### config.mk
export PLATFORM = sky130hd
export DESIGN_NAME = cajero_param_flat
export DESIGN_NICKNAME = d
export VERILOG_FILES = /design/src/rtl/cajero_pkg.sv /design/src/rtl/cajero_param_if.sv /design/src/rtl/cajero_param_detector_flanco.sv /design/src/rtl/cajero_param.sv /design/src/flat_wrapper.sv
export SDC_FILE = /design/constraint.sdc
export NUM_CORES = 1
export LEC_CHECK = 0
export BUFFER_PORTS_ARGS = -buffer_cell sky130_fd_sc_hd__clkbuf_2
export CAP_MARGIN = 20
export CORE_UTILIZATION = 50
export DETAILED_ROUTE_END_ITERATION = 6
export PLACE_DENSITY_LB_ADDON = 0.15
export SLEW_MARGIN = 20
export SYNTH_ARGS = -nofsm -noshare
export SYNTH_HDL_FRONTEND = slang
export SYNTH_SLANG_ARGS = --single-unit
### constraint.sdc
create_clock -name clock -period 5.9 [get_ports clock]
set_input_delay 1.18 -clock clock [delete_from_list [all_inputs] [get_ports clock]]
set_output_delay 1.18 -clock clock [all_outputs]
set_load 0.05 [all_outputs]
### src/rtl/cajero_pkg.sv
// cajero_pkg: shared types for the parametrised ATM controller.
// State encoding and transaction-type constants.
package cajero_pkg;

   typedef enum logic [2:0] {
      ESPERA_TARJETA = 3'd0,
      LEER_PIN       = 3'd1,
      VERIFICAR_PIN  = 3'd2,
      ESPERA_MONTO   = 3'd3,
      TRANSACCION    = 3'd4,
      BLOQUEADO      = 3'd5
   } estado_t;

   localparam logic TIPO_DEPOSITO = 1'b0;
   localparam logic TIPO_RETIRO   = 1'b1;

endpackage

### src/rtl/cajero_param_if.sv
// cajero_param_if: front-end / dispenser bundle of the ATM controller.
// The controller itself uses the slave view.
interface cajero_param_if #(
   parameter int N_DIGITOS     = 4,
   parameter int ANCHO_MONTO   = 32,
   parameter int ANCHO_BALANCE = 64
);

   logic                       TARGETA_RECIBIDA;
   logic [4*N_DIGITOS-1:0]     PIN;
   logic [3:0]                 DIGITO;
   logic                       DIGITO_STB;
   logic                       TIPO_TRANS;
   logic [ANCHO_MONTO-1:0]     MONTO;
   logic                       MONTO_STB;
   logic                       BALANCE_ACTUALIZADO;
   logic                       ENTREGAR_DINERO;
   logic                       PIN_INCORRECTO;
   logic                       FONDOS_INSUFICIENTES;
   logic                       LIMITE_EXCEDIDO;
   logic                       ADVERTENCIA;
   logic                       BLOQUEO;
   logic [ANCHO_BALANCE-1:0]   BALANCE;

   modport master (
      output TARGETA_RECIBIDA, PIN, DIGITO, DIGITO_STB,
      output TIPO_TRANS, MONTO, MONTO_STB,
      input  BALANCE_ACTUALIZADO, ENTREGAR_DINERO,
      input  PIN_INCORRECTO, FONDOS_INSUFICIENTES,
      input  LIMITE_EXCEDIDO, ADVERTENCIA, BLOQUEO, BALANCE
   );

   modport slave (
      input  TARGETA_RECIBIDA, PIN, DIGITO, DIGITO_STB,
      input  TIPO_TRANS, MONTO, MONTO_STB,
      output BALANCE_ACTUALIZADO, ENTREGAR_DINERO,
      output PIN_INCORRECTO, FONDOS_INSUFICIENTES,
      output LIMITE_EXCEDIDO, ADVERTENCIA, BLOQUEO, BALANCE
   );

endinterface

### src/rtl/cajero_param_detector_flanco.sv
// detector_flanco: registered rising-edge detector for keypad strobes.
// History resets high so a strobe already held through reset is no edge.
module detector_flanco (
   input  logic clock,
   input  logic reset,
   input  logic entrada,
   output logic flanco
);

   logic previo;

   always_ff @(posedge clock or posedge reset) begin
      if (reset) begin
         previo <= 1'b1;
         flanco <= 1'b0;
      end else begin
         previo <= entrada;
         flanco <= entrada & ~previo;
      end
   end

endmodule

### src/rtl/cajero_param.sv
// cajero_param: ATM transaction controller with PIN check, attempt
// lock-out, saturating deposits and optional per-session withdrawal cap.
module cajero_param
   import cajero_pkg::*;
#(
   parameter int N_DIGITOS     = 4,
   parameter int MAX_INTENTOS  = 3,
   parameter int ANCHO_MONTO   = 32,
   parameter int ANCHO_BALANCE = 64,
   parameter logic [ANCHO_BALANCE-1:0] BALANCE_INICIAL =
      ANCHO_BALANCE'(10000),
   parameter logic [ANCHO_BALANCE:0] LIMITE_RETIRO = '0
) (
   input  logic           clock,
   input  logic           reset,
   cajero_param_if.slave  bus
);

   localparam int AP = 4 * N_DIGITOS;
   localparam int AC = $clog2(N_DIGITOS + 1);
   localparam int AI = $clog2(MAX_INTENTOS + 1);
   localparam int AB = ANCHO_BALANCE;

   estado_t                estado, estado_d;
   logic [AP-1:0]          pin_ref, pin_ref_d;
   logic [AP-1:0]          pin_in, pin_in_d;
   logic [AC-1:0]          cnt, cnt_d;
   logic [AI-1:0]          intentos, intentos_d;
   logic [AI-1:0]          intentos_inc;
   logic                   adv, adv_d;
   logic                   bloq, bloq_d;
   logic [ANCHO_MONTO-1:0] monto_q, monto_d;
   logic                   tipo_q, tipo_d;
   logic [AB-1:0]          balance, balance_d;
   logic [AB:0]            sesion, sesion_d;
   logic                   upd, upd_d;
   logic                   ent, ent_d;
   logic                   inc, inc_d;
   logic                   ins, ins_d;
   logic                   lim, lim_d;

   logic                   dig_flanco;
   logic                   monto_flanco;
   logic [AB:0]            monto_ext;
   logic [AB:0]            suma_dep;
   logic [AB+1:0]          suma_ses;

   detector_flanco u_flanco_dig (
      .clock   (clock),
      .reset   (reset),
      .entrada (bus.DIGITO_STB),
      .flanco  (dig_flanco)
   );

   detector_flanco u_flanco_monto (
      .clock   (clock),
      .reset   (reset),
      .entrada (bus.MONTO_STB),
      .flanco  (monto_flanco)
   );

   // Widened so neither the deposit nor the cap check can wrap.
   assign monto_ext    = (AB+1)'(monto_q);
   assign suma_dep     = {1'b0, balance} + monto_ext;
   assign suma_ses     = {1'b0, sesion} + (AB+2)'(monto_q);
   assign intentos_inc = intentos + 1'b1;

   always_ff @(posedge clock or posedge reset) begin
      if (reset) begin
         estado   <= ESPERA_TARJETA;
         pin_ref  <= '0;
         pin_in   <= '0;
         cnt      <= '0;
         intentos <= '0;
         adv      <= 1'b0;
         bloq     <= 1'b0;
         monto_q  <= '0;
         tipo_q   <= TIPO_DEPOSITO;
         balance  <= BALANCE_INICIAL;
         sesion   <= '0;
         upd      <= 1'b0;
         ent      <= 1'b0;
         inc      <= 1'b0;
         ins      <= 1'b0;
         lim      <= 1'b0;
      end else begin
         estado   <= estado_d;
         pin_ref  <= pin_ref_d;
         pin_in   <= pin_in_d;
         cnt      <= cnt_d;
         intentos <= intentos_d;
         adv      <= adv_d;
         bloq     <= bloq_d;
         monto_q  <= monto_d;
         tipo_q   <= tipo_d;
         balance  <= balance_d;
         sesion   <= sesion_d;
         upd      <= upd_d;
         ent      <= ent_d;
         inc      <= inc_d;
         ins      <= ins_d;
         lim      <= lim_d;
      end
   end

   always_comb begin
      estado_d   = estado;
      pin_ref_d  = pin_ref;
      pin_in_d   = pin_in;
      cnt_d      = cnt;
      intentos_d = intentos;
      adv_d      = adv;
      bloq_d     = bloq;
      monto_d    = monto_q;
      tipo_d     = tipo_q;
      balance_d  = balance;
      sesion_d   = sesion;
      upd_d      = 1'b0;
      ent_d      = 1'b0;
      inc_d      = 1'b0;
      ins_d      = 1'b0;
      lim_d      = 1'b0;

      // Card removal pre-empts every state but lock-out.
      if (estado != BLOQUEADO && !bus.TARGETA_RECIBIDA) begin
         estado_d = ESPERA_TARJETA;
      end else begin
         unique case (estado)
            ESPERA_TARJETA: begin
               pin_ref_d = bus.PIN;
               pin_in_d  = '0;
               cnt_d     = '0;
               sesion_d  = '0;
               estado_d  = LEER_PIN;
            end
            LEER_PIN: begin
               if (dig_flanco) begin
                  pin_in_d = AP'({pin_in, bus.DIGITO});
                  cnt_d    = cnt + 1'b1;
                  if (cnt == AC'(N_DIGITOS - 1))
                     estado_d = VERIFICAR_PIN;
               end
            end
            VERIFICAR_PIN: begin
               pin_in_d = '0;
               cnt_d    = '0;
               if (pin_in == pin_ref) begin
                  intentos_d = '0;
                  adv_d      = 1'b0;
                  estado_d   = ESPERA_MONTO;
               end else begin
                  intentos_d = intentos_inc;
                  inc_d      = 1'b1;
                  if (intentos_inc == AI'(MAX_INTENTOS)) begin
                     bloq_d   = 1'b1;
                     estado_d = BLOQUEADO;
                  end else begin
                     if (intentos_inc == AI'(MAX_INTENTOS - 1))
                        adv_d = 1'b1;
                     estado_d = LEER_PIN;
                  end
               end
            end
            ESPERA_MONTO: begin
               if (monto_flanco) begin
                  monto_d  = bus.MONTO;
                  tipo_d   = bus.TIPO_TRANS;
                  estado_d = TRANSACCION;
               end
            end
            TRANSACCION: begin
               estado_d = ESPERA_MONTO;
               unique case (tipo_q)
                  TIPO_DEPOSITO: begin
                     upd_d = 1'b1;
                     if (suma_dep[AB])
                        balance_d = '1;
                     else
                        balance_d = suma_dep[AB-1:0];
                  end
                  TIPO_RETIRO: begin
                     if (monto_ext > {1'b0, balance}) begin
                        ins_d = 1'b1;
                     end else if (LIMITE_RETIRO != '0 &&
                                  suma_ses > {1'b0, LIMITE_RETIRO}) begin
                        lim_d = 1'b1;
                     end else begin
                        balance_d = balance - monto_ext[AB-1:0];
                        sesion_d  = suma_ses[AB+1] ? '1 : suma_ses[AB:0];
                        ent_d     = 1'b1;
                        upd_d     = 1'b1;
                     end
                  end
                  default: ;
               endcase
            end
            BLOQUEADO: begin
               estado_d = BLOQUEADO;
            end
            default: begin
               estado_d = ESPERA_TARJETA;
            end
         endcase
      end
   end

   assign bus.BALANCE_ACTUALIZADO  = upd;
   assign bus.ENTREGAR_DINERO      = ent;
   assign bus.PIN_INCORRECTO       = inc;
   assign bus.FONDOS_INSUFICIENTES = ins;
   assign bus.LIMITE_EXCEDIDO      = lim;
   assign bus.ADVERTENCIA          = adv;
   assign bus.BLOQUEO              = bloq;
   assign bus.BALANCE              = balance;

endmodule

### src/flat_wrapper.sv
// flat-port wrapper written by rule: the top's interface ports become plain ports
module cajero_param_flat import cajero_pkg::*;
#(
   parameter int N_DIGITOS     = 4,
   parameter int MAX_INTENTOS  = 3,
   parameter int ANCHO_MONTO   = 32,
   parameter int ANCHO_BALANCE = 64,
   parameter logic [ANCHO_BALANCE-1:0] BALANCE_INICIAL =
      ANCHO_BALANCE'(10000),
   parameter logic [ANCHO_BALANCE:0] LIMITE_RETIRO = '0
)
  (clock, reset, bus_TARGETA_RECIBIDA, bus_PIN, bus_DIGITO, bus_DIGITO_STB, bus_TIPO_TRANS, bus_MONTO, bus_MONTO_STB, bus_BALANCE_ACTUALIZADO, bus_ENTREGAR_DINERO, bus_PIN_INCORRECTO, bus_FONDOS_INSUFICIENTES, bus_LIMITE_EXCEDIDO, bus_ADVERTENCIA, bus_BLOQUEO, bus_BALANCE);
  cajero_param_if #(.N_DIGITOS(N_DIGITOS), .ANCHO_MONTO(ANCHO_MONTO), .ANCHO_BALANCE(ANCHO_BALANCE)) bus_i ();
  input  logic clock;
  input  logic reset;
  input wire logic [$bits(bus_i.TARGETA_RECIBIDA)-1:0] bus_TARGETA_RECIBIDA;
  input wire logic [$bits(bus_i.PIN)-1:0] bus_PIN;
  input wire logic [$bits(bus_i.DIGITO)-1:0] bus_DIGITO;
  input wire logic [$bits(bus_i.DIGITO_STB)-1:0] bus_DIGITO_STB;
  input wire logic [$bits(bus_i.TIPO_TRANS)-1:0] bus_TIPO_TRANS;
  input wire logic [$bits(bus_i.MONTO)-1:0] bus_MONTO;
  input wire logic [$bits(bus_i.MONTO_STB)-1:0] bus_MONTO_STB;
  output wire logic [$bits(bus_i.BALANCE_ACTUALIZADO)-1:0] bus_BALANCE_ACTUALIZADO;
  output wire logic [$bits(bus_i.ENTREGAR_DINERO)-1:0] bus_ENTREGAR_DINERO;
  output wire logic [$bits(bus_i.PIN_INCORRECTO)-1:0] bus_PIN_INCORRECTO;
  output wire logic [$bits(bus_i.FONDOS_INSUFICIENTES)-1:0] bus_FONDOS_INSUFICIENTES;
  output wire logic [$bits(bus_i.LIMITE_EXCEDIDO)-1:0] bus_LIMITE_EXCEDIDO;
  output wire logic [$bits(bus_i.ADVERTENCIA)-1:0] bus_ADVERTENCIA;
  output wire logic [$bits(bus_i.BLOQUEO)-1:0] bus_BLOQUEO;
  output wire logic [$bits(bus_i.BALANCE)-1:0] bus_BALANCE;
  assign bus_i.TARGETA_RECIBIDA = bus_TARGETA_RECIBIDA;
  assign bus_i.PIN = bus_PIN;
  assign bus_i.DIGITO = bus_DIGITO;
  assign bus_i.DIGITO_STB = bus_DIGITO_STB;
  assign bus_i.TIPO_TRANS = bus_TIPO_TRANS;
  assign bus_i.MONTO = bus_MONTO;
  assign bus_i.MONTO_STB = bus_MONTO_STB;
  assign bus_BALANCE_ACTUALIZADO = bus_i.BALANCE_ACTUALIZADO;
  assign bus_ENTREGAR_DINERO = bus_i.ENTREGAR_DINERO;
  assign bus_PIN_INCORRECTO = bus_i.PIN_INCORRECTO;
  assign bus_FONDOS_INSUFICIENTES = bus_i.FONDOS_INSUFICIENTES;
  assign bus_LIMITE_EXCEDIDO = bus_i.LIMITE_EXCEDIDO;
  assign bus_ADVERTENCIA = bus_i.ADVERTENCIA;
  assign bus_BLOQUEO = bus_i.BLOQUEO;
  assign bus_BALANCE = bus_i.BALANCE;
  cajero_param #(.N_DIGITOS(N_DIGITOS), .MAX_INTENTOS(MAX_INTENTOS), .ANCHO_MONTO(ANCHO_MONTO), .ANCHO_BALANCE(ANCHO_BALANCE), .BALANCE_INICIAL(BALANCE_INICIAL), .LIMITE_RETIRO(LIMITE_RETIRO)) u_core (.clock(clock), .reset(reset), .bus(bus_i));
endmodule
After elaboration in Yosys (flattened, before gate mapping)
Cells that the tools add are included.
W data, S select, Z words.
{"block": "totals", "output_inout_bits": 71, "inputBits": 58, "wordCells": 92, "register_bits": 147}
{"block": "classes", "n_mux": 32, "reduce_logical": 14, "n_eq_ne": 16, "add_sub_neg": 4, "n_bitwise": 7, "order_cmp": 1}
{"cell": "$mux W64", "count": 2}
{"cell": "$pmux W64 S2", "count": 1}
{"cell": "$add A64 B32 Y65", "count": 1}
{"cell": "$gt A32 B64 Y1", "count": 1}
{"cell": "$sub A64 B32 Y64", "count": 1}
{"cell": "$pmux W16 S2", "count": 1}
{"cell": "$mux W3", "count": 7}
{"cell": "$pmux W3 S6", "count": 1}
{"cell": "$eq A16 B16 Y1", "count": 1}
{"cell": "$mux W1", "count": 16}
{"cell": "$mux W16", "count": 1}
{"cell": "$reduce_and A3 Y1", "count": 4}
{"cell": "$eq A3 B2 Y1 const B", "count": 3}
{"cell": "$reduce_and A4 Y1", "count": 2}
{"cell": "$eq A3 B3 Y1 const B", "count": 2}
{"cell": "$ne A3 B2 Y1 const B", "count": 2}
{"cell": "$pmux W3 S2", "count": 1}
{"cell": "$not A1 Y1", "count": 5}
{"cell": "$eq A2 B2 Y1 const B", "count": 2}
{"cell": "$ne A2 B2 Y1 const B", "count": 2}
{"cell": "$reduce_and A2 Y1", "count": 2}
{"cell": "$reduce_bool A2 Y1", "count": 2}
{"cell": "$add A3 B1 Y3 const B", "count": 1}
{"cell": "$eq A3 B1 Y1 const B", "count": 1}
{"cell": "11 further kinds", "count": 12}

Depth between registers and ports, before layout
Gate-level depths: netlist of the first run.
{"block": "logic_depth", "ltp_word": 6, "mapped_depth": 16, "mapped_depth_nobuf": 14}

Cells and area by module
Synthesis of the first run repeated with hierarchy kept, for this count alone.
{"block": "unflattened", "cells_unflattened": 1307, "area_unflattened_um2": 11020.6}
{"module": "cajero_param", "area_per_inst_um2": 10882.9, "cells_per_inst": 1299, "seq_area_each_um2": 3584.7, "instances": 1}
{"module": "detector_flanco", "area_per_inst_um2": 68.8, "cells_per_inst": 4, "seq_area_each_um2": 51.3, "instances": 2}

Least setup slack after synthesis of the first run
Ideal clock, no wire load.
{"block": "synth_timing", "kind": "register to register", "startpoint": "register u_core.balance[0] (netlist: u_core.bus.BALANCE[0])", "endpoint": "register u_core.balance[58] (netlist: u_core.bus.BALANCE[58])", "path_slack_ns": 2.432, "path_buffers": 1, "arrival_ns": 3.344, "t_required_ns": 5.775, "synth_period_minus_slack_ns": 3.468, "path_stages_with_launch": 15, "setup_time_ns": 0.125, "path_cell_list": "dfrtp_1 -> inv_1 -> ha_1 -> inv_1 -> fa_1 -> a211oi_1 -> o211ai_1 -> a311oi_1 -> o21a_1 -> a41oi_4 -> nand2_4 -> inv_4 -> buf_2 -> a41oi_1 -> mux2_2"}
{"block": "synth_between", "elab_chain_cells": 3, "elab_cells_between_ends": 8, "classes_between": "add/sub (2); order compare (1); eq/ne (1); mux (3); reduce/logical (1)"}
{"item": "from (decl)", "line_no": "cajero_param.sv:34", "rtl": "logic [AB-1:0] balance, balance_d;"}
{"item": "from (signal assigned)", "line_no": "cajero_param.sv:96", "rtl": "balance <= balance_d;"}
{"item": "$sub A64 B32 Y64 (tied with other cells)", "line_no": "cajero_param.sv:188", "rtl": "balance_d = balance - monto_ext[AB-1:0];"}
{"item": "$mux W64 (tied with other cells)", "line_no": "cajero_param.sv:182", "rtl": "if (monto_ext > {1'b0, balance}) begin"}
{"item": "$pmux W64 S2 / $reduce_and A3 Y1 (equally long branches)"}
Parallel ways exist; a longest one is shown, timed or not. The select of a mux whose other input is x is not followed.
A chain may end at the register's enable or synchronous reset.

Final worst setup path of the first run
{"block": "layout_timing", "startpoint": "register u_core.balance[0] (netlist: u_core.bus.BALANCE[0])", "endpoint": "register u_core.balance[43] (netlist: u_core.bus.BALANCE[43])"}
Same word-level chain as after synthesis.

==> impl_metrics.prom, run 1 <==
# TYPE chip_impl_metric gauge
chip_impl_metric{name="worst_r2r_path_depth",unit=""} 14
chip_impl_metric{name="power_density",unit="mW/mm^2"} 466.7
chip_impl_metric{name="worstMarginPinSlew",unit="ns"} 1.081
chip_impl_metric{name="dr.first_iter.drc_count",unit=""} 917
chip_impl_metric{name="post_cts_resize_count",unit=""} 0
chip_impl_metric{name="number_of_remaining_drc_errors",unit=""} 16
chip_impl_metric{name="drt.antenna.violating_nets",unit=""} 0
chip_impl_info{name="grt_setup_unrepaired",value="false"} 1
chip_impl_info{name="synthTopCellsByCount",value="140 x sky130_fd_sc_hd__dfrtp_1, 133 x sky130_fd_sc_hd__nand2_1, 106 x sky130_fd_sc_hd__nor2_1"} 1
chip_impl_metric{name="final.fill_count",unit=""} 1986
chip_impl_metric{name="period_share",unit="%"} 74.24
chip_impl_metric{name="proportion_of_power_drawn_by_the_clock_network",unit="%"} 19.7
chip_impl_metric{name="place_area",unit="mm^2"} 0.01199
chip_impl_metric{name="leakage_dissipation",unit="nW"} 5.657
chip_impl_metric{name="pre_cts_ws",unit="ns"} 1.587
chip_impl_metric{name="max_slew_margin",unit="%"} 27.93
chip_impl_metric{name="hold_path_depth",unit=""} 1
chip_impl_metric{name="clock_tree.buffer_depth",unit=""} 2
chip_impl_metric{name="met1_usage",unit="%"} 41.33
chip_impl_metric{name="synthToLayoutAreaGrowth",unit="%"} 12.34
chip_impl_metric{name="post_cts_buffers",unit=""} 0
chip_impl_metric{name="via_density_per_instance",unit=""} 6.208
chip_impl_metric{name="synth-edff-count",unit=""} 0
chip_impl_metric{name="grt_first_pass_wirelength",unit="um"} 54400
chip_impl_metric{name="final.setup.worst_slack",unit="ns"} 1.520
chip_impl_metric{name="firstDrtPassIters",unit=""} 7
chip_impl_metric{name="internal_power",unit="mW"} 2.949
chip_impl_metric{name="antenna_cells",unit=""} 0
chip_impl_metric{name="total_routing_resource_utilization_after_global_routing",unit="%"} 29.42
chip_impl_info{name="cts_root_buffer",value="sky130_fd_sc_hd__clkbuf_16"} 1
chip_impl_metric{name="post_synth_fa_ha_maj_area_fraction",unit="%"} 7.929
chip_impl_metric{name="die_x",unit="um"} 151.9
chip_impl_metric{name="worstPathMaxFanout",unit=""} 82
chip_impl_metric{name="dp.cells",unit=""} 1677
chip_impl_metric{name="clkLatencyLatePin",unit="ns"} 0.44
chip_impl_metric{name="drt_total_wl",unit="um"} 33540
chip_impl_metric{name="floorplan.die_area",unit="mm^2"} 0.02308
chip_impl_metric{name="row_count",unit=""} 54
chip_impl_metric{name="fin_crit",unit="ns"} 4.380
chip_impl_info{name="path_class",value="reg -> reg"} 1
chip_impl_metric{name="ys.warnings.count",unit=""} 0
chip_impl_metric{name="routabilityCongestion",unit=""} 0.9387
chip_impl_metric{name="critical_path_arrival",unit="ns"} 4.72
chip_impl_metric{name="netlist-cell-type-count",unit=""} 87
chip_impl_info{name="grt_busiest_layer",value="met2"} 1
chip_impl_info{name="hold_end",value="u_core.bus.BLOQUEO$_DFFE_PP0P_"} 1
chip_impl_info{name="hold_path_class",value="reg -> reg"} 1
chip_impl_metric{name="maxSlewViolCount",unit=""} 0
chip_impl_metric{name="final_hold_viol_count",unit=""} 0
chip_impl_metric{name="instances_no_fill",unit=""} 1709
chip_impl_metric{name="via_count",unit=""} 10610
chip_impl_metric{name="yosys.area.top_type_share",unit="%"} 31.18
chip_impl_metric{name="first_global_vias",unit=""} 9955
chip_impl_metric{name="post_route_cells_drive_above_1_share",unit="%"} 18.82
chip_impl_metric{name="maxClockFrequency",unit="GHz"} 0.2283
chip_impl_metric{name="synth_compound_area_share",unit="%"} 23.08
chip_impl_metric{name="core_region_area",unit="mm^2"} 0.02196
chip_impl_metric{name="antenna_found_initial",unit=""} 0
chip_impl_metric{name="p_sw_share",unit="%"} 49.94
chip_impl_metric{name="post_synth_xor_area_fraction",unit="%"} 3.040
chip_impl_metric{name="grt_remaining_overflow",unit=""} 0
chip_impl_metric{name="die_h",unit="um"} 151.9
chip_impl_metric{name="use_met3",unit="%"} 5.876
chip_impl_metric{name="worst_ir_drop_vdd",unit="V"} 0.0002460
chip_impl_metric{name="met2_usage",unit="%"} 46.08
chip_impl_metric{name="clock-sinks",unit=""} 147
chip_impl_metric{name="final_util",unit="%"} 57.48
chip_impl_metric{name="floorplan.initialDensity",unit="%"} 51.17
chip_impl_metric{name="mappedNetlistArea",unit="mm^2"} 0.01124
chip_impl_info{name="largest_family_of_logic_cells_by_synthesized_area",value="compound AO/OA/AOI/OAI gates"} 1
chip_impl_metric{name="postSynthAreaPerCell",unit="um^2"} 8.391
chip_impl_metric{name="setup_viol_count_final",unit=""} 0
chip_impl_metric{name="htree_levels",unit=""} 4
chip_impl_metric{name="maxCapViolCount",unit=""} 0
chip_impl_metric{name="power.combinational.fraction",unit="%"} 55.8
chip_impl_metric{name="ffs_latches_synth",unit=""} 147
chip_impl_info{name="synth.largest_area_cell",value="sky130_fd_sc_hd__dfrtp_1"} 1
chip_impl_metric{name="switchingPower",unit="mW"} 2.942
chip_impl_metric{name="sequential_element_share_of_the_synthesized_area",unit="%"} 32.82
chip_impl_metric{name="postCtsHoldBufs",unit=""} 0
chip_impl_metric{name="postSynthNetCount",unit=""} 1467
chip_impl_info{name="hp-start",value="u_core.bus.BLOQUEO$_DFFE_PP0P_"} 1
chip_impl_metric{name="cts_made_buffers",unit=""} 17
chip_impl_metric{name="synth.mux.area_fraction",unit="%"} 6.804
chip_impl_info{name="most_area_consuming_cells_after_synthesis",value="sky130_fd_sc_hd__dfrtp_1 31%, sky130_fd_sc_hd__ha_1 7.6%, sky130_fd_sc_hd__mux2_2 6.3%"} 1
chip_impl_info{name="timing.rr.end",value="u_core.bus.BALANCE[43]$_DFFE_PP0P_"} 1
chip_impl_info{name="run_status",value="complete, but fails checks"} 1
chip_impl_metric{name="clk_transition_reported_paths",unit="ns"} 0.07
chip_impl_metric{name="synth-async-reset-ratio",unit="%"} 100.0
chip_impl_metric{name="detailedPlacementHpwl",unit="um"} 24150
chip_impl_metric{name="wl_per_cell",unit="um"} 19.62
chip_impl_metric{name="post_synth_and_or_nand_nor_area_fraction",unit="%"} 20.79
chip_impl_metric{name="grt_start_max_net_pins",unit=""} 83
chip_impl_metric{name="final_area",unit="mm^2"} 0.01262
chip_impl_info{name="timing.critical_path.from_type",value="flop"} 1
chip_impl_metric{name="num-nets-final",unit=""} 1544
chip_impl_metric{name="seq_power_share",unit="%"} 24.5
chip_impl_info{name="crit_path_start",value="u_core.bus.BALANCE[0]$_DFFE_PP0P_"} 1
chip_impl_metric{name="final.setup.tns",unit="ns"} 0
chip_impl_info{name="failed_checks",value="design-rule violations"} 1
chip_impl_info{name="setup.worst_path.end_class",value="flop"} 1
chip_impl_metric{name="buffer_ports.inserted",unit=""} 127
chip_impl_info{name="cts_tree",value="built"} 1
chip_impl_metric{name="worst-endpoint-required",unit="ns"} 6.24
chip_impl_metric{name="synthesis.instances",unit=""} 1339
chip_impl_info{name="post_synth_top_flop",value="sky130_fd_sc_hd__dfrtp_1"} 1
chip_impl_metric{name="clock_skew",unit="ns"} 0.01872
chip_impl_metric{name="regToRegSetupSlack",unit="ns"} 1.52
chip_impl_metric{name="io_pins",unit=""} 129
chip_impl_info{name="synth.most_common_cell",value="sky130_fd_sc_hd__dfrtp_1"} 1
chip_impl_info{name="crit-reg2reg-launch",value="u_core.bus.BALANCE[0]$_DFFE_PP0P_"} 1
worst max path at each step:
| stage | to | slack, ns | cells past startpoint |
|---|---|---|---|
| after detailed placement | u_core.bus.BALANCE[44]$_DFFE_PP0P_ | 1.59 | 14 |
| final | u_core.bus.BALANCE[43]$_DFFE_PP0P_ | 1.52 | 14 |
| after global placement | u_core.bus.BALANCE[43]$_DFFE_PP0P_ | 1.66 | 14 |
| after floorplan | u_core.bus.ADVERTENCIA$_DFFE_PP0P_ | 0.78 | 1 |
| after global routing | u_core.bus.BALANCE[44]$_DFFE_PP0P_ | 1.29 | 14 |
| after CTS | u_core.bus.BALANCE[43]$_DFFE_PP0P_ | 1.53 | 14 |
state kept, by name, summed over array words and instances, names as in the netlist:
name / count
u_core.bus.BALANCE: 64
u_core.bus.ADVERTENCIA: 1
u_core.tipo_q: 1
u_core.bus.BALANCE_ACTUALIZADO: 1
u_core.bus.FONDOS_INSUFICIENTES: 1
u_core.intentos: 2
u_core.u_flanco_monto.previo: 1
u_core.u_flanco_dig.previo: 1
u_core.estado: 3
u_core.u_flanco_monto.flanco: 1
u_core.pin_in: 16
u_core.u_flanco_dig.flanco: 1
u_core.cnt: 3
u_core.bus.PIN_INCORRECTO: 1
u_core.bus.ENTREGAR_DINERO: 1
u_core.bus.BLOQUEO: 1
u_core.pin_ref: 16
u_core.monto_q: 32
worst max-delay path: stages, from the launching register on:
cell and delay, ns:
sky130_fd_sc_hd__dfrtp_1 0.41, sky130_fd_sc_hd__inv_1 0.07, sky130_fd_sc_hd__ha_1 0.15, sky130_fd_sc_hd__inv_1 0.05, sky130_fd_sc_hd__fa_1 0.40, sky130_fd_sc_hd__a211oi_1 0.26, sky130_fd_sc_hd__o211ai_1 0.20, sky130_fd_sc_hd__a311oi_1 0.59
sky130_fd_sc_hd__o21a_1 0.32, sky130_fd_sc_hd__a41oi_4 0.16, sky130_fd_sc_hd__nand2_4 0.34, sky130_fd_sc_hd__inv_4 0.39, sky130_fd_sc_hd__o21ai_2 0.56, sky130_fd_sc_hd__o21ai_0 0.22, sky130_fd_sc_hd__o31ai_1 0.12
cell families after synthesis:
logic type,after synthesis
AOI/OAI and AO/OA,391
xor gates and xnor gates,39
adders and majority gates,70
buffers and inverters,157
DFF,147
muxes,68
other,1
and+or+nand+nor,466
routing by layer:
metal	routed length, um	part of all wire [%]
met1	15390	46
met2	14970	45
met3	2546	7.6
met4	636	1.9
met5	0	0
power by group through the flow:
stage,Clock (mW),Combinational [mW],Sequential [mW]
detailed placement,0,3.20,1.46
global placement,0,3.22,1.45
CTS,1.19,3.22,1.44
floorplan,0,2.14,1.72
finish,1.16,3.29,1.44
global route,1.23,3.56,1.48
through the flow:
| step | hold WS, ns | power (mW) |
|---|---|---|
| floorplan | 0.4485 | 3.863 |
| global placement | 0.4402 | 4.665 |
| detailed placement | 0.4440 | 4.666 |
| CTS | 0.4596 | 5.854 |
| global route | 0.4911 | 6.267 |
| finish | 0.4562 | 5.891 |
area by class of cell:
cell class	count	area [um^2]	share of cell area (%)
Clock buffer	17	425.4	3.370
Clock inverter	15	203.9	1.616
Inverter	78	300.3	2.379
Multi-Input combinational cell	1035	6939	54.98
Sequential cell	147	3689	29.22
Tap cell	280	350.3	2.776
Timing Repair Buffer	137	714.4	5.660
cells in the final DEF (no fill, tap or decap), types with 11 or more instances in the layout:
| cell type | n |
|---|---|
| sky130_fd_sc_hd__nor2b_1 | 21 |
| sky130_fd_sc_hd__nor3_1 | 37 |
| sky130_fd_sc_hd__xnor2_1 | 36 |
| sky130_fd_sc_hd__nand4_1 | 31 |
| sky130_fd_sc_hd__and3_1 | 21 |
| sky130_fd_sc_hd__nor4_1 | 22 |
| sky130_fd_sc_hd__a21o_1 | 16 |
| sky130_fd_sc_hd__a21oi_1 | 96 |
| sky130_fd_sc_hd__a211oi_1 | 12 |
| sky130_fd_sc_hd__nand3_1 | 28 |
| sky130_fd_sc_hd__nand2_1 | 133 |
| sky130_fd_sc_hd__nand2b_1 | 11 |
| sky130_fd_sc_hd__clkbuf_16 | 17 |
| sky130_fd_sc_hd__o31ai_1 | 19 |
| sky130_fd_sc_hd__ha_1 | 68 |
| sky130_fd_sc_hd__mux2_2 | 63 |
| sky130_fd_sc_hd__o211ai_1 | 16 |
| sky130_fd_sc_hd__inv_1 | 76 |
| sky130_fd_sc_hd__a31oi_1 | 26 |
| sky130_fd_sc_hd__dfrtp_1 | 139 |
| sky130_fd_sc_hd__o21ai_0 | 92 |
| sky130_fd_sc_hd__o22a_1 | 13 |
| sky130_fd_sc_hd__nor2_1 | 106 |
| sky130_fd_sc_hd__clkbuf_2 | 127 |
Note: power is estimated with default switching activity, not from simulation.
==> run 2, diff against run 1 <==
clock period = 4.3 ns   (was 5.9 ns; I/O delays follow)
==> impl_metrics.prom, run 2 (same netlist as run 1, synthesis figures left out) <==
# TYPE chip_impl_metric gauge
chip_impl_metric{name="final.setup.worst_slack",unit="ns"} 0.2167
chip_impl_metric{name="post_cts_resize_count",unit=""} 0
chip_impl_metric{name="row_count",unit=""} 54
chip_impl_info{name="path_class",value="reg -> reg"} 1
chip_impl_metric{name="maxClockFrequency",unit="GHz"} 0.2449
chip_impl_info{name="failed_checks",value="design-rule violations"} 1
chip_impl_metric{name="buffer_ports.inserted",unit=""} 127
chip_impl_metric{name="power.combinational.fraction",unit="%"} 56.3
chip_impl_metric{name="clock-sinks",unit=""} 147
chip_impl_metric{name="grt_start_max_net_pins",unit=""} 68
chip_impl_metric{name="post_cts_buffers",unit=""} 0
chip_impl_info{name="grt_setup_unrepaired",value="false"} 1
chip_impl_info{name="most_common_cell_after_layout_fill_and_taps_aside",value="sky130_fd_sc_hd__dfrtp_1"} 1
chip_impl_metric{name="cts_made_buffers",unit=""} 17
chip_impl_metric{name="power_density",unit="mW/mm^2"} 642.8
chip_impl_metric{name="routabilityCongestion",unit=""} 0.9526
chip_impl_info{name="hold_path_class",value="reg -> reg"} 1
chip_impl_metric{name="dr.first_iter.drc_count",unit=""} 993
chip_impl_metric{name="grt_remaining_overflow",unit=""} 0
chip_impl_info{name="mostFrequentLayoutCells",value="139 x sky130_fd_sc_hd__dfrtp_1, 133 x sky130_fd_sc_hd__nand2_1, 127 x sky130_fd_sc_hd__clkbuf_2"} 1
chip_impl_metric{name="floorplan.initialDensity",unit="%"} 51.17
chip_impl_metric{name="synthToLayoutAreaGrowth",unit="%"} 13.46
chip_impl_metric{name="max_ffs_per_register",unit=""} 64
chip_impl_metric{name="clock_tree.buffer_depth",unit=""} 2
chip_impl_metric{name="max_slew_margin",unit="%"} 36.48
chip_impl_metric{name="period_share",unit="%"} 94.96
chip_impl_info{name="setup.worst_path.end_class",value="flop"} 1
chip_impl_metric{name="pre_cts_ws",unit="ns"} 0.3079
chip_impl_metric{name="die_h",unit="um"} 151.9
chip_impl_metric{name="maxSlewViolCount",unit=""} 0
chip_impl_info{name="cts_tree",value="built"} 1
chip_impl_info{name="run_status",value="complete, but fails checks"} 1
chip_impl_info{name="cts_root_buffer",value="sky130_fd_sc_hd__clkbuf_16"} 1
chip_impl_metric{name="die_x",unit="um"} 151.9
chip_impl_metric{name="drt.antenna.violating_nets",unit=""} 0
chip_impl_metric{name="wl_per_cell",unit="um"} 19.82
chip_impl_metric{name="floorplan.die_area",unit="mm^2"} 0.02308
chip_impl_metric{name="proportion_of_power_drawn_by_the_clock_network",unit="%"} 19.3
chip_impl_metric{name="switchingPower",unit="mW"} 4.130
chip_impl_metric{name="io_pins",unit=""} 129
chip_impl_metric{name="internal_power",unit="mW"} 4.064
chip_impl_metric{name="final.setup.tns",unit="ns"} 0
chip_impl_metric{name="clk_transition_reported_paths",unit="ns"} 0.07
chip_impl_metric{name="critical_path_arrival",unit="ns"} 4.39
chip_impl_metric{name="maxCapViolCount",unit=""} 0
chip_impl_metric{name="final_hold_viol_count",unit=""} 0
chip_impl_metric{name="worstMarginPinSlew",unit="ns"} 0.9440
chip_impl_metric{name="htree_levels",unit=""} 4
chip_impl_metric{name="first_global_vias",unit=""} 10010
chip_impl_metric{name="worst_ir_drop_vdd",unit="V"} 0.0002776
chip_impl_metric{name="number_of_remaining_drc_errors",unit=""} 11
chip_impl_metric{name="setup_viol_count_final",unit=""} 0
chip_impl_metric{name="via_count",unit=""} 10720
chip_impl_metric{name="core_region_area",unit="mm^2"} 0.02196
chip_impl_metric{name="p_sw_share",unit="%"} 50.41
chip_impl_metric{name="worstPathMaxFanout",unit=""} 10
chip_impl_info{name="timing.critical_path.from_type",value="flop"} 1
chip_impl_metric{name="drt_total_wl",unit="um"} 34200
chip_impl_metric{name="total_routing_resource_utilization_after_global_routing",unit="%"} 29.88
chip_impl_metric{name="num-nets-final",unit=""} 1560
chip_impl_metric{name="firstDrtPassIters",unit=""} 7
chip_impl_metric{name="postCtsHoldBufs",unit=""} 0
chip_impl_metric{name="clock_skew",unit="ns"} 0.01813
chip_impl_metric{name="post_route_cells_drive_above_1_share",unit="%"} 19.65
chip_impl_metric{name="worst-endpoint-required",unit="ns"} 4.60
chip_impl_metric{name="grt_first_pass_wirelength",unit="um"} 54950
chip_impl_metric{name="antenna_cells",unit=""} 0
chip_impl_metric{name="leakage_dissipation",unit="nW"} 5.731
chip_impl_metric{name="detailedPlacementHpwl",unit="um"} 25110
chip_impl_metric{name="fin_crit",unit="ns"} 4.083
chip_impl_metric{name="via_density_per_instance",unit=""} 6.212
chip_impl_metric{name="antenna_found_initial",unit=""} 0
chip_impl_metric{name="clkLatencyLatePin",unit="ns"} 0.45
chip_impl_metric{name="seq_power_share",unit="%"} 24.4
## run 2: final cells by class
class	instances	area [um^2]
Inverter	78	299.0
Clock buffer	17	425.4
Tap cell	280	350.3
Sequential cell	147	3689
Timing Repair Buffer	153	843.3
Clock inverter	15	206.4
Multi-Input combinational cell	1035	6935
Fill cell	2026	9210
## run 2: per-layer routing
metal,vias to the layer above,track usage [%],wire (um)
met5,-,0,0
met4,0,8.941,583
met3,49,5.334,2495
met2,429,47.44,15790
met1,5156,41.58,15330
li1,5082,-,-
## run 2: critical path, stage by stage (launching register included)
cell and delay [ns]:
sky130_fd_sc_hd__dfrtp_1 0.41, sky130_fd_sc_hd__ha_1 0.49, sky130_fd_sc_hd__inv_1 0.13, sky130_fd_sc_hd__a2111oi_0 0.62
sky130_fd_sc_hd__a211oi_1 0.26, sky130_fd_sc_hd__o31ai_1 0.53, sky130_fd_sc_hd__or3_1 0.27, sky130_fd_sc_hd__a21o_1 0.41
sky130_fd_sc_hd__nand2_1 0.29, sky130_fd_sc_hd__nor4_1 0.39, sky130_fd_sc_hd__a311oi_1 0.15
## run 2: stage by stage
step,std cells,total power [mW],utilization (%),area (um^2),hold WS [ns]
6_report,1725,8.194,58.06,12750,0.4585
5_1_grt,1725,8.702,58.06,12750,0.4823
4_1_cts,1725,8.144,58.06,12750,0.4618
3_5_place_dp,1693,6.525,55.18,12120,0.4452
3_3_place_gp,1693,6.536,55.18,12120,0.4393
2_1_floorplan,1339,5.301,-,11240,0.4485
## run 2: power groups by stage
stage | Combinational [mW] | Sequential (mW) | Clock (mW)
2_1_floorplan | 2.93 | 2.37 | 0
3_3_place_gp | 4.53 | 2.01 | 0
3_5_place_dp | 4.50 | 2.02 | 0
4_1_cts | 4.54 | 2.00 | 1.61
5_1_grt | 5.00 | 2.04 | 1.66
6_report | 4.61 | 2.00 | 1.58
## run 2: path summary, 6_finish.rpt
path	cells after the start	endpoint	from	slack, ns
worst max-delay path	10	u_core.bus.BALANCE[62]$_DFFE_PP0P_	u_core.bus.BALANCE[5]$_DFFE_PP0P_	0.22
worst min-delay path	1	u_core.bus.BLOQUEO$_DFFE_PP0P_	u_core.bus.BLOQUEO$_DFFE_PP0P_	0.46
worst max register to register	10	u_core.bus.BALANCE[62]$_DFFE_PP0P_	u_core.bus.BALANCE[5]$_DFFE_PP0P_	0.22
worst min register to register	1	u_core.bus.BLOQUEO$_DFFE_PP0P_	u_core.bus.BLOQUEO$_DFFE_PP0P_	0.46
max in group asynchronous	3	u_core.tipo_q$_DFFE_PP0P_	reset	2.90
min in group asynchronous	2	u_core.monto_q[11]$_DFFE_PP0P_	reset	0.54
